<file path="src/rtl/frame_buffer_pkg.sv">
// Shared types and constants for the ping-pong frame buffer scheduler.
package frame_buffer_pkg;

    localparam int DEF_H_WIDTH = 320;
    localparam int DEF_V_WIDTH = 240;

    localparam int RX_IDLE_BIT       = 0;
    localparam int RX_FRAME_DONE_BIT = 5;

    typedef enum logic [2:0] {
        S_IDLE    = 3'd0,
        S_CAPTURE = 3'd1,
        S_PENDING = 3'd2,
        S_NEXT    = 3'd3,
        S_PAUSE   = 3'd4
    } state_t;

endpackage

</file>
<file path="src/rtl/edge_detector_n.sv">
// Registered N-bit rising-edge detector; o_rise is high the cycle after a 0->1 input change.
module edge_detector_n #(
    parameter int N = 1
) (
    input  logic         i_clk,
    input  logic         i_reset,
    input  logic [N-1:0] i_sig,
    output logic [N-1:0] o_rise
);

    logic [N-1:0] prev_q, prev_d;
    logic [N-1:0] rise_q, rise_d;

    always_comb begin
        prev_d = i_sig;
        rise_d = i_sig & ~prev_q;
    end

    always_ff @(posedge i_clk) begin
        if (i_reset) begin
            prev_q <= '0;
            rise_q <= '0;
        end else begin
            prev_q <= prev_d;
            rise_q <= rise_d;
        end
    end

    assign o_rise = rise_q;

endmodule

</file>
<file path="src/rtl/frame_buffer_scheduler.sv">
// Sequences the OV7670 receiver and swaps a ping-pong frame buffer on display vsync.
// Optional macro SWAP_TIMEOUT_EN forces a swap if vsync stalls for SWAP_TIMEOUT cycles.
module frame_buffer_scheduler
    import frame_buffer_pkg::*;
#(
    parameter int H_WIDTH      = DEF_H_WIDTH,
    parameter int V_WIDTH      = DEF_V_WIDTH,
    parameter int PXL_WIDTH    = 16,
    parameter int ADDR_WIDTH   = $clog2(H_WIDTH * V_WIDTH),
    parameter int SWAP_TIMEOUT = 2_000_000
) (
    input  logic                       i_clk,
    input  logic                       i_reset,
    input  logic                       i_enable,
    input  logic                       i_freeze,
    input  logic [5:0]                 i_rx_state,
    input  logic                       i_rx_valid,
    input  logic [$clog2(H_WIDTH)-1:0] i_rx_h_addr,
    input  logic [$clog2(V_WIDTH)-1:0] i_rx_v_addr,
    input  logic [PXL_WIDTH-1:0]       i_rx_pixel,
    input  logic                       i_disp_vsync,
    output logic                       o_start_capture,
    output logic                       o_next_frame,
    output logic                       o_wr_en,
    output logic [ADDR_WIDTH:0]        o_wr_addr,
    output logic [PXL_WIDTH-1:0]       o_wr_data,
    output logic                       o_rd_bank,
    output logic [15:0]                o_frame_cnt,
    output logic                       o_overflow,
`ifdef SWAP_TIMEOUT_EN
    output logic                       o_swap_timeout,
`endif
    output logic [2:0]                 o_state
);

    state_t                state_q, state_d;
    logic                  armed_q, armed_d;
    logic                  pend_armed_q, pend_armed_d;
    logic                  wr_bank_q, wr_bank_d;
    logic                  rd_bank_q, rd_bank_d;
    logic [15:0]           frame_cnt_q, frame_cnt_d;
    logic                  start_q, start_d;
    logic                  next_q, next_d;
    logic                  wr_en_q, wr_en_d;
    logic [ADDR_WIDTH:0]   wr_addr_q, wr_addr_d;
    logic [PXL_WIDTH-1:0]  wr_data_q, wr_data_d;
    logic                  overflow_q, overflow_d;
    logic                  vs_rise;
    logic                  swap;
    logic                  wr_ok;
    logic                  in_range;
    logic [31:0]           addr_full;
    logic                  frame_done;

`ifdef SWAP_TIMEOUT_EN
    localparam int TMO_W = (SWAP_TIMEOUT > 1) ? $clog2(SWAP_TIMEOUT) : 1;
    logic [TMO_W-1:0] tmo_cnt_q, tmo_cnt_d;
    logic             swap_tmo_q, swap_tmo_d;
`endif

    logic unused_bits;
    assign unused_bits = ^{i_rx_state[4:0], addr_full[31:ADDR_WIDTH]};

    edge_detector_n #(.N(1)) u_vsync_edge (
        .i_clk  (i_clk),
        .i_reset(i_reset),
        .i_sig  (i_disp_vsync),
        .o_rise (vs_rise)
    );

    assign frame_done = i_rx_state[RX_FRAME_DONE_BIT];

    always_comb begin
        state_d      = state_q;
        armed_d      = armed_q;
        pend_armed_d = pend_armed_q;
        wr_bank_d    = wr_bank_q;
        rd_bank_d    = rd_bank_q;
        frame_cnt_d  = frame_cnt_q;
        start_d      = 1'b0;
        next_d       = 1'b0;
        swap         = 1'b0;
`ifdef SWAP_TIMEOUT_EN
        tmo_cnt_d    = tmo_cnt_q;
        swap_tmo_d   = swap_tmo_q;
`endif

        if (state_q == S_CAPTURE && !frame_done) begin
            armed_d = 1'b1;
        end

        case (state_q)
            S_IDLE: begin
                if (i_enable) begin
                    start_d = 1'b1;
                    armed_d = 1'b0;
                    state_d = S_CAPTURE;
                end
            end
            S_CAPTURE: begin
                if (armed_q && frame_done) begin
                    state_d      = i_freeze ? S_NEXT : S_PENDING;
                    pend_armed_d = 1'b0;
`ifdef SWAP_TIMEOUT_EN
                    tmo_cnt_d    = TMO_W'(SWAP_TIMEOUT - 1);
`endif
                end
            end
            S_PENDING: begin
                // a rise coincident with entry belongs to the frame still on screen
                pend_armed_d = 1'b1;
                if (pend_armed_q && vs_rise) begin
                    swap = 1'b1;
`ifdef SWAP_TIMEOUT_EN
                end else if (tmo_cnt_q == '0) begin
                    swap       = 1'b1;
                    swap_tmo_d = 1'b1;
                end else begin
                    tmo_cnt_d = tmo_cnt_q - 1'b1;
`endif
                end
                if (swap) begin
                    wr_bank_d   = ~wr_bank_q;
                    rd_bank_d   = wr_bank_q;
                    frame_cnt_d = frame_cnt_q + 16'd1;
                    state_d     = S_NEXT;
                end
            end
            S_NEXT, S_PAUSE: begin
                if (i_enable) begin
                    next_d  = 1'b1;
                    armed_d = 1'b0;
                    state_d = S_CAPTURE;
                end else begin
                    state_d = S_PAUSE;
                end
            end
            default: state_d = S_IDLE;
        endcase

        addr_full  = 32'(i_rx_v_addr) * 32'(H_WIDTH) + 32'(i_rx_h_addr);
        in_range   = (32'(i_rx_h_addr) < 32'(H_WIDTH)) && (32'(i_rx_v_addr) < 32'(V_WIDTH));
        wr_ok      = i_rx_valid && (state_q == S_CAPTURE) && armed_q;
        wr_en_d    = wr_ok && in_range;
        overflow_d = overflow_q | (wr_ok && !in_range);
        wr_addr_d  = {wr_bank_q, addr_full[ADDR_WIDTH-1:0]};
        wr_data_d  = i_rx_pixel;
    end

    always_ff @(posedge i_clk) begin
        if (i_reset) begin
            state_q      <= S_IDLE;
            armed_q      <= 1'b0;
            pend_armed_q <= 1'b0;
            wr_bank_q    <= 1'b0;
            rd_bank_q    <= 1'b1;
            frame_cnt_q  <= '0;
            start_q      <= 1'b0;
            next_q       <= 1'b0;
            wr_en_q      <= 1'b0;
            wr_addr_q    <= '0;
            wr_data_q    <= '0;
            overflow_q   <= 1'b0;
`ifdef SWAP_TIMEOUT_EN
            tmo_cnt_q    <= '0;
            swap_tmo_q   <= 1'b0;
`endif
        end else begin
            state_q      <= state_d;
            armed_q      <= armed_d;
            pend_armed_q <= pend_armed_d;
            wr_bank_q    <= wr_bank_d;
            rd_bank_q    <= rd_bank_d;
            frame_cnt_q  <= frame_cnt_d;
            start_q      <= start_d;
            next_q       <= next_d;
            wr_en_q      <= wr_en_d;
            wr_addr_q    <= wr_addr_d;
            wr_data_q    <= wr_data_d;
            overflow_q   <= overflow_d;
`ifdef SWAP_TIMEOUT_EN
            tmo_cnt_q    <= tmo_cnt_d;
            swap_tmo_q   <= swap_tmo_d;
`endif
        end
    end

    assign o_start_capture = start_q;
    assign o_next_frame    = next_q;
    assign o_wr_en         = wr_en_q;
    assign o_wr_addr       = wr_addr_q;
    assign o_wr_data       = wr_data_q;
    assign o_rd_bank       = rd_bank_q;
    assign o_frame_cnt     = frame_cnt_q;
    assign o_overflow      = overflow_q;
    assign o_state         = state_q;
`ifdef SWAP_TIMEOUT_EN
    assign o_swap_timeout  = swap_tmo_q;
`endif

endmodule
</file>
<file path="config.mk">
export PLATFORM = sky130hd
export DESIGN_NAME = frame_buffer_scheduler
export DESIGN_NICKNAME = d
export VERILOG_FILES = /design/src/rtl/frame_buffer_pkg.sv /design/src/rtl/edge_detector_n.sv /design/src/rtl/frame_buffer_scheduler.sv
export SDC_FILE = /design/constraint.sdc
export NUM_CORES = 1
export LEC_CHECK = 0
export ABC_AREA = 1
export CELL_PAD_IN_SITES_DETAIL_PLACEMENT = 0
export CELL_PAD_IN_SITES_GLOBAL_PLACEMENT = 1
export CORE_UTILIZATION = 35
export CTS_BUF_LIST = sky130_fd_sc_hd__clkbuf_8
export CTS_CLUSTER_SIZE = 24
export DETAILED_ROUTE_END_ITERATION = 16
export PLACE_DENSITY_LB_ADDON = 0.1
export RECOVER_POWER = 50
export SYNTH_ARGS = -nofsm -noshare
export SYNTH_HDL_FRONTEND = slang
export SYNTH_SLANG_ARGS = --single-unit
</file>
<file path="constraint.sdc">
create_clock -name i_clk -period 6.2 [get_ports i_clk]
set_input_delay 1.24 -clock i_clk [delete_from_list [all_inputs] [get_ports i_clk]]
set_output_delay 1.24 -clock i_clk [all_outputs]
set_load 0.02 [all_outputs]
</file>
==> results of run 1 <==
## kinds of logic after synthesis
kind of cell	count (synthesis)	share of synthesized area [%]
XOR/XNOR	4	1.23
flip-flops	63	44.1
adder cells (fa/ha/maj)	18	8.41
AND/OR/NAND/NOR	166	26.8
buffers and inverters	77	10.2
AO/OA/AOI/OAI	49	9.33
## routing by layer
layer / vias to the layer above / GRT usage [%] / part of all wire, %
li1: 1394 / - / -
met1: 1123 / 19.2 / 47
met2: 57 / 26.2 / 46
met3: 12 / 5.09 / 5.5
met4: 0 / 6.38 / 1.9
met5: - / 0 / 0
## cell usage after synthesis (2+ instances only)
cell type  count  area, sq um
a21o_1         2         15.0
a21oi_1       22          110
clkbuf_1       7         26.3
dfxtp_1       63         1260
fa_1           2         40.0
ha_1          16          200
inv_1         67          251
inv_2          2         7.51
nand2_1       61          229
nand3_1       19         95.1
nand3_4        2         35.0
nand3b_1       3         22.5
nand4_1        6         37.5
nor2_1        54          203
nor2_2         2         12.5
nor3_1        13         65.1
o21a_1         2         15.0
o21ai_0       18         90.1
xor2_1         4         35.0
## metrics by stage
stage | std cells | hold slack [ns] | utilization, %
finish | 584 | 0.393 | 52.5
floorplan | 377 | 0.373 | -
CTS | 584 | 0.386 | 52.5
global placement | 568 | 0.380 | 50.2
detailed placement | 568 | 0.383 | 50.2
global route | 584 | 0.401 | 52.5
## final cells by class
type	instances	area [sq um]
Sequential cell	63	1260
Tap cell	102	128
Fill cell	790	3710
Clock inverter	6	43.8
Clock buffer	10	138
Multi-Input combinational cell	237	1310
Inverter	69	259
Timing Repair Buffer	97	965
## state kept, by name (all words and copies together) (netlist names)
register             count
o_wr_data               16
o_wr_addr               18
o_overflow               1
o_start_capture          1
u_vsync_edge.o_rise      1
armed_q                  1
o_rd_bank                1
u_vsync_edge.prev_q      1
pend_armed_q             1
o_frame_cnt             16
o_next_frame             1
o_state                  3
o_wr_en                  1
wr_bank_q                1
## power breakdown
part | leakage, nW | switching, mW | internal (mW)
clock network | 0.0930 | 0.165 | 0.158
registers | 0.518 | 0.00580 | 0.424
logic | 1.23 | 0.0932 | 0.0802
total | 1.84 | 0.264 | 0.662
## worst max-delay path by stage
stage,from,cells past startpoint,end
2_1_floorplan,i_rx_v_addr[1],10,o_wr_addr[15]
3_3_place_gp,i_rx_v_addr[1],11,o_wr_addr[16]
3_5_place_dp,i_rx_v_addr[1],11,o_wr_addr[15]
4_1_cts,i_rx_v_addr[1],11,o_wr_addr[15]
5_1_grt,i_reset,4,o_overflow
6_report,i_reset,4,o_overflow
==> flow_summary_export.csv, run 1 <==
group,metric,value,unit
cells_and_area,design_area,0.00410,sq mm
clock_tree,postCtsHoldBufs,0,
clock_tree,cts_tree,"yes",
worst_setup_path,r2r_slack,4.66,ns
floorplanning,design.core.area,0.00781,sq mm
placed_design,io_buffers,97,
route,ant_nets,0,
clock_tree,cts_post_setup_buffers_inserted,0,
min_path,whs_path_depth,1,
synth,synth_nets,440,
min_path,hp-start,"u_vsync_edge.prev_q",
clock_tree,post_cts_resized,0,
worst_setup_path,cp_top_family,"buffers and inverters",
worst_setup_path,path_max_fanout,43,
power,ir_worst_vdd,0.123,mV
worst_setup_path,cp_slowest_cell,"clkbuf_1",
clock_tree,cts.sinks,63,
sta,fmax,273,MHz
clock_tree,htree_levels,3,
sta,finalSetupViolations,0,
clock_tree,cts_made_buffers,9,
synth,synthesis.area,0.00286,sq mm
power,p_leak,1.84,nW
job,max_cap_violations,1,
min_path,hold_path_end,"u_vsync_edge.o_rise",
sta,rsz0062_at_grt,"false",
worst_setup_path,path_class,"in -> reg",
floorplanning,start_util,36.6,%
status,violations,"max-capacitance violations, max-slew violations",
floorplanning,pin_count,103,
worst_setup_path,critPathLaunchType,"primary input",
floorplanning,dieArea,0.00853,sq mm
sta,hold_violations,0,
sta,tns,0,ns
route,first_pass_iters,4,
placed_design,dp_hpwl,4760,um
cells_and_area,final_common_cell,"clkdlybuf4s50_1",
sta,relSlewSlack,-26.6,%
power,finalPower,0.927,mW
route,vias,2586,
floorplanning,die_y,92.4,um
synth,synth_edf_count,0,
route,drc,0,
placed_design,place_area,0.00392,sq mm
floorplanning,rows,32,
placed_design,gp_congestion,0.800,
sta,fin_crit,3.66,ns
route,wirelength,6290,um
worst_setup_path,endpoint_kind,"flop",
worst_setup_path,path_buf_inv,2,
synth,synthArstFlopShare,0,%
placed_design,pre_cts_ws,2.55,ns
grt,grt-ovfl-total,0,
sta,fin_skew,0.00569,ns
worst_setup_path,path_cells,"clkbuf_1 -> inv_1 -> nand4_1 -> o21ai_0",
route,avgViaCountPerCell,4.43,
power,power_density,226,mW/mm^2
cells_and_area,num_antenna_cells,0,
floorplanning,dieWidth,92.4,um
cells_and_area,drive_above_1_share,5.60,%
grt,grt_pass1_vias,2449,
sta,fin_ws,2.54,ns
grt,grt_max_degree,44,
clock_tree,clk_latency,0.33,ns
synth,yosysWarnings,0,
worst_setup_path,rr_worst_depth,6,
cells_and_area,area_delta_synth_final,43.5,%
min_path,hp-class,"reg -> reg",
cells_and_area,layout.nets,540,
worst_setup_path,cp_slowest_stage_delay,1.33,ns
clock_tree,root_buffer,"clkbuf_8",
synth,seq_area_frac_synth,44.1,%
route,wl_per_cell,10.8,um
worst_setup_path,cp.required,6.42,ns
grt,antenna_found_initial,0,
cells_and_area,layout_common_cells,"clkdlybuf4s50_1, inv_1, dfxtp_1, nand2_1, nor2_1",
grt,grt.total_usage,15.9,%
synth,ys_ff_latch,63,
synth,syn_area_per_cell,7.58,sq um
worst_setup_path,r2r-end,"o_frame_cnt[11]",
synth,ys.flop_type,"dfxtp_1",
grt,grt_pass1_wl,10700,um
worst_setup_path,cp.arrival,3.89,ns
synth,yosys.cell_types.count,31,
clock_tree,clk_pin_slew,0.07,ns
status,status,"complete, but fails checks",
worst_setup_path,r2r_start,"o_frame_cnt[7]",
synth,syn_inst,377,
sta,tightest_slew,1.90,ns
clock_tree,cts_buffer_depth,2,
route,drt_iter0_drc,50,
sta,finalCritPeriodShare,59.1,%
sta,maxSlewViolCount,44,
Note: power is estimated with default switching activity, not from simulation.
==> inputs of run 2 (changes only) <==
--- a/config.mk
+++ b/config.mk
@@ -8,7 +8,7 @@
 export ABC_AREA = 1
 export CELL_PAD_IN_SITES_DETAIL_PLACEMENT = 0
 export CELL_PAD_IN_SITES_GLOBAL_PLACEMENT = 1
-export CORE_UTILIZATION = 35
+export CORE_UTILIZATION = 29
 export CTS_BUF_LIST = sky130_fd_sc_hd__clkbuf_8
 export CTS_CLUSTER_SIZE = 24
 export DETAILED_ROUTE_END_ITERATION = 16
==> constraint.sdc (replaced) <==
create_clock -name i_clk -period 3.05 [get_ports i_clk]
set_input_delay 0.61 -clock i_clk [delete_from_list [all_inputs] [get_ports i_clk]]
set_output_delay 0.61 -clock i_clk [all_outputs]
set_load 0.02 [all_outputs]
==> run 2 against run 1 <==
Net effect:
- the run still ends with max-capacitance violations, max-slew violations left
- sequential share of layout area down 0.52 points
- critical endpoint is now o_wr_addr[16]
- setup slack worse by 2.2 ns
- highest routed layer unchanged
- combinational power up 110%
- hold slack worse by 0.0041 ns
- clock-buffer cell count up 1
- sequential cell count unchanged
- wire length up 6.9%
- die area up 20%
- total power up 110%
- non-clock buffer count up 1
- largest cell class unchanged
==> flow_summary_export.csv, run 2 (synthesis gave the netlist of run 1 again) <==
group,metric,value,unit
status,violations,"max-capacitance violations, max-slew violations",
sta,fin_crit,2.68,ns
clock_tree,post_cts_resized,0,
worst_setup_path,cpMostUsedCell,"ha_1",
grt,antenna_found_initial,0,
route,vias,2595,
cells_and_area,regArea,0.00126,sq mm
worst_setup_path,critPathLaunchType,"primary input",
worst_setup_path,cp_slowest_cell,"clkdlybuf4s50_1",
grt,grt-ovfl-total,0,
route,wirelength,6720,um
sta,rsz0062_at_grt,"false",
grt,grt_pass1_vias,2449,
cells_and_area,final_common_cell,"clkdlybuf4s50_1",
floorplanning,design.core.area,0.00937,sq mm
clock_tree,cts.sinks,63,
cells_and_area,layout.nets,541,
sta,finalCritPeriodShare,87.9,%
sta,tns,0,ns
power,ir_worst_vdd,0.221,mV
floorplanning,dieWidth,101,um
power,p_leak,1.83,nW
clock_tree,clk_latency,0.34,ns
sta,tightest_slew,1.89,ns
grt,grt_max_degree,43,
floorplanning,pin_count,103,
floorplanning,die_y,101,um
cells_and_area,design_area,0.00417,sq mm
worst_setup_path,cp.required,3.28,ns
route,first_pass_iters,4,
cells_and_area,nFillCells,999,
worst_setup_path,cp_slowest_stage_delay,0.45,ns
clock_tree,postCtsHoldBufs,0,
worst_setup_path,cp.arrival,2.91,ns
placed_design,place_inst,596,
status,status,"complete, but fails checks",
min_path,hp-class,"reg -> reg",
worst_setup_path,path_max_fanout,3,
floorplanning,rows,35,
cells_and_area,largest_reg_flops,18,
placed_design,dp_hpwl,5100,um
min_path,hp-start,"u_vsync_edge.prev_q",
clock_tree,cts_buffer_depth,2,
cells_and_area,multiInputGateArea,0.00131,sq mm
clock_tree,cts_post_setup_buffers_inserted,0,
clock_tree,cts_tree,"yes",
placed_design,place_area,0.00397,sq mm
min_path,whs_path_depth,1,
sta,fmax,373,MHz
worst_setup_path,r2r-end,"o_frame_cnt[11]",
sta,fin_skew,0.0115,ns
route,wl_per_cell,11.0,um
worst_setup_path,path_class,"in -> reg",
placed_design,io_buffers,97,
cells_and_area,layout_common_cells,"clkdlybuf4s50_1, inv_1, dfxtp_1, nand2_1, nor2_1",
sta,finalSetupViolations,0,
cells_and_area,fin_cells,612,
clock_tree,root_buffer,"clkbuf_8",
worst_setup_path,path_cells,"clkdlybuf4s50_1 -> ha_1 -> ha_1 -> fa_1 -> xor2_1 -> inv_1 -> nor2_2 -> nand2_1 -> nor2_1 -> nand3_1 -> a21oi_1",
clock_tree,htree_levels,3,
clock_tree,clk_pin_slew,0.07,ns
route,drt_iter0_drc,43,
route,ant_nets,0,
worst_setup_path,r2r_slack,1.52,ns
worst_setup_path,endpoint_kind,"flop",
worst_setup_path,rr_worst_depth,6,
worst_setup_path,r2r_start,"o_frame_cnt[7]",
floorplanning,dieArea,0.0103,sq mm
cells_and_area,num_antenna_cells,0,
sta,hold_violations,0,
cells_and_area,area_delta_synth_final,45.9,%
power,power_density,475,mW/mm^2
floorplanning,start_util,30.5,%
placed_design,gp_congestion,0.762,
clock_tree,cts_made_buffers,9,
min_path,hold_path_end,"u_vsync_edge.o_rise",
sta,maxSlewViolCount,43,
job,max_cap_violations,1,
cells_and_area,drive_above_1_share,5.59,%
grt,grt.total_usage,14.0,%
route,avgViaCountPerCell,4.24,
sta,relSlewSlack,-26.2,%
route,drc,0,
grt,grt_pass1_wl,11100,um
-- run 2: area by class of cell --
class	count	share of cell area, %
timing repair buffer	98	23.4
sequential	63	30.2
multi-input combinational	237	31.3
inverter	69	6.21
tap	129	3.87
clock inverter	5	1.35
clock buffer	11	3.63
-- run 2: worst max path at each step --
stage,end,startpoint,cells after the start
finish,o_wr_addr[16],i_rx_v_addr[1],11
global route,o_start_capture,i_reset,3
CTS,o_wr_addr[16],i_rx_v_addr[1],11
detailed placement,o_wr_addr[16],i_rx_v_addr[1],11
global placement,o_wr_addr[15],i_rx_v_addr[1],11
floorplan,o_wr_addr[15],i_rx_v_addr[1],10
-- run 2: metrics by stage --
step           total power, mW  util [%]  hold WS [ns]  worst slack, ns
3_5_place_dp              1.26      42.3         0.381           0.0224
2_1_floorplan             1.09         -         0.373            0.722
4_1_cts                   2.02      44.5         0.396            0.375
6_report                  1.98      44.5         0.389            0.368
5_1_grt                   2.10      44.5         0.415            0.193
3_3_place_gp              1.26      42.3         0.378           0.0847
-- run 2: report_power, final --
| part | internal [mW] | leakage (nW) | switching, mW |
|---|---|---|---|
| Sequential | 0.863 | 0.518 | 0.0133 |
| Combinational | 0.168 | 1.20 | 0.190 |
| Clock | 0.420 | 0.105 | 0.324 |
| Total | 1.45 | 1.83 | 0.528 |
-- run 2: worst max-delay path, delay by kind of cell --
kind                       cells  cell delay (ns)
adders and majority gates      3             0.97
buffers and inverters          2             0.54
and+or+nand+nor                4             0.43
xor gates and xnor gates       1             0.22
AOI/OAI and AO/OA              1             0.14
-- run 2: layer usage --
metal / vias to the layer above / global-route usage [%] / wire [um]
met5: - / 0 / 0
met4: 0 / 4.68 / 93
met3: 9 / 6.69 / 508
met2: 63 / 24.0 / 3190
met1: 1126 / 15.2 / 2920
li1: 1397 / - / -
==> inputs of run 3 (changes only) <==
--- a/config.mk
+++ b/config.mk
@@ -6,7 +6,7 @@
 export NUM_CORES = 1
 export LEC_CHECK = 0
 export ABC_AREA = 1
-export CELL_PAD_IN_SITES_DETAIL_PLACEMENT = 0
+export CELL_PAD_IN_SITES_DETAIL_PLACEMENT = 1
 export CELL_PAD_IN_SITES_GLOBAL_PLACEMENT = 1
 export CORE_UTILIZATION = 29
 export CTS_BUF_LIST = sky130_fd_sc_hd__clkbuf_8
==> run 3 against run 2 <==
Net effect:
- the flow still finishes with violations (max-capacitance violations, max-slew violations)
- clock-buffer cell count is 2 lower
- die area stayed put
- cell count stayed put
- via count is 5.0% higher
- sequential share of layout area is 0.25 points lower
- sequential power hardly changed
- critical path type unchanged
- highest routed layer unchanged
==> flow_summary_export.csv, run 3 (synthesis gave the netlist of run 1 again) <==
group,metric,value,unit
status,status,"complete, but fails checks",
status,violations,"max-capacitance violations, max-slew violations",
sta,tightest_slew,1.96,ns
clock_tree,cts_buffer_depth,2,
sta,rsz0062_at_grt,"false",
power,finalPower,2.13,mW
floorplanning,design.core.area,0.00937,sq mm
clock_tree,clk_pin_slew,0.07,ns
route,vias,2725,
clock_tree,cts_tree,"yes",
cells_and_area,largest_reg_flops,18,
clock_tree,postCtsHoldBufs,0,
placed_design,place_area,0.00397,sq mm
sta,hold_ws,0.390,ns
sta,relSlewSlack,-30.8,%
worst_setup_path,cpMostUsedCell,"ha_1",
clock_tree,cts.sinks,63,
sta,hold_violations,0,
route,wl_per_cell,12.3,um
worst_setup_path,r2r_slack,1.47,ns
placed_design,io_buffers,97,
cells_and_area,final_common_cell,"clkdlybuf4s50_1",
route,avgViaCountPerCell,4.45,
cells_and_area,design_area,0.00421,sq mm
sta,fmax,371,MHz
sta,finalCritPeriodShare,88.4,%
power,power_density,505,mW/mm^2
worst_setup_path,path_cells,"clkdlybuf4s50_1 -> ha_1 -> ha_1 -> fa_1 -> xor2_1 -> inv_1 -> nor2_2 -> nand2_1 -> nor2_1 -> nand3_1 -> a21oi_1",
clock_tree,htree_levels,3,
route,ant_nets,0,
route,drc,0,
worst_setup_path,path_max_fanout,3,
grt,grt_pass1_wl,12400,um
grt,grt-ovfl-total,0,
sta,fin_crit,2.70,ns
job,max_cap_violations,1,
cells_and_area,area_delta_synth_final,47.2,%
min_path,hp-class,"reg -> reg",
placed_design,pre_cts_ws,0.00107,ns
floorplanning,pin_count,103,
cells_and_area,num_antenna_cells,0,
route,drt_iter0_drc,30,
worst_setup_path,cp.arrival,2.93,ns
power,p_leak,1.84,nW
grt,grt_pass1_vias,2772,
sta,maxSlewViolCount,43,
worst_setup_path,cp_slowest_cell,"clkdlybuf4s50_1",
route,wirelength,7530,um
floorplanning,rows,35,
worst_setup_path,endpoint_kind,"flop",
grt,grt.total_usage,15.6,%
route,first_pass_iters,4,
cells_and_area,layout.nets,541,
clock_tree,cts_post_setup_buffers_inserted,0,
clock_tree,clk_latency,0.34,ns
cells_and_area,layout_common_cells,"clkdlybuf4s50_1, inv_1, dfxtp_1, nand2_1, nor2_1",
floorplanning,die_y,101,um
clock_tree,post_cts_resized,0,
grt,antenna_found_initial,0,
sta,fin_ws,0.354,ns
cells_and_area,nFillCells,1178,
worst_setup_path,path_class,"in -> reg",
placed_design,dp_hpwl,5720,um
worst_setup_path,critPathLaunchType,"primary input",
floorplanning,dieWidth,101,um
floorplanning,start_util,30.5,%
clock_tree,cts_made_buffers,9,
placed_design,gp_congestion,0.762,
worst_setup_path,cp_slowest_stage_delay,0.46,ns
sta,finalSetupViolations,0,
sta,fin_skew,0.0163,ns
sta,tns,0,ns
power,ir_worst_vdd,0.200,mV
floorplanning,dieArea,0.0103,sq mm
cells_and_area,drive_above_1_share,5.59,%
clock_tree,root_buffer,"clkbuf_8",
worst_setup_path,cp.required,3.29,ns
grt,grt_max_degree,43,
==> run 3: path summary, 6_finish.rpt <==
kind / from / endpoint / cells after the start
hold / removal: u_vsync_edge.prev_q / u_vsync_edge.o_rise / 1
setup / recovery: i_rx_v_addr[1] / o_wr_addr[16] / 11
hold reg to reg: u_vsync_edge.prev_q / u_vsync_edge.o_rise / 1
setup reg to reg: o_state[2] / o_frame_cnt[4] / 7
==> run 3: per-layer routing <==
layer  part of all wire [%]  global-route usage [%]
met3                    6.0                    5.73
met5                      0                       0
met2                     50                    28.3
met4                    1.8                    6.13
met1                     42                    16.5
==> run 3: where the power goes <==
group	leakage [nW]	total [mW]	switching, mW	internal (mW)
registers	0.518	0.876	0.0136	0.862
clock network	0.116	0.884	0.340	0.544
logic	1.21	0.365	0.198	0.168
==> run 3: final cells by class <==
type	instances	area [sq um]	share of cell area (%)
Sequential cell	63	1260	30.0
Clock inverter	7	119	2.83
Inverter	69	259	6.16
Timing Repair Buffer	98	975	23.2
Clock buffer	9	124	2.95
Tap cell	129	161	3.84
Multi-Input combinational cell	237	1310	31.1
==> run 3: per-stage QoR <==
stage,util (%),std cells
4_1_cts,44.9,612
5_1_grt,44.9,612
6_report,44.9,612
2_1_floorplan,-,377
3_3_place_gp,42.3,596
3_5_place_dp,42.3,596
==> run 3: worst max-delay path: cells and delay by family <==
family	cells	cell delay [ns]
fa+ha+maj	3	0.98
buf+inv	2	0.56
simple gates	4	0.43
xor+xnor	1	0.25
compound gates	1	0.12
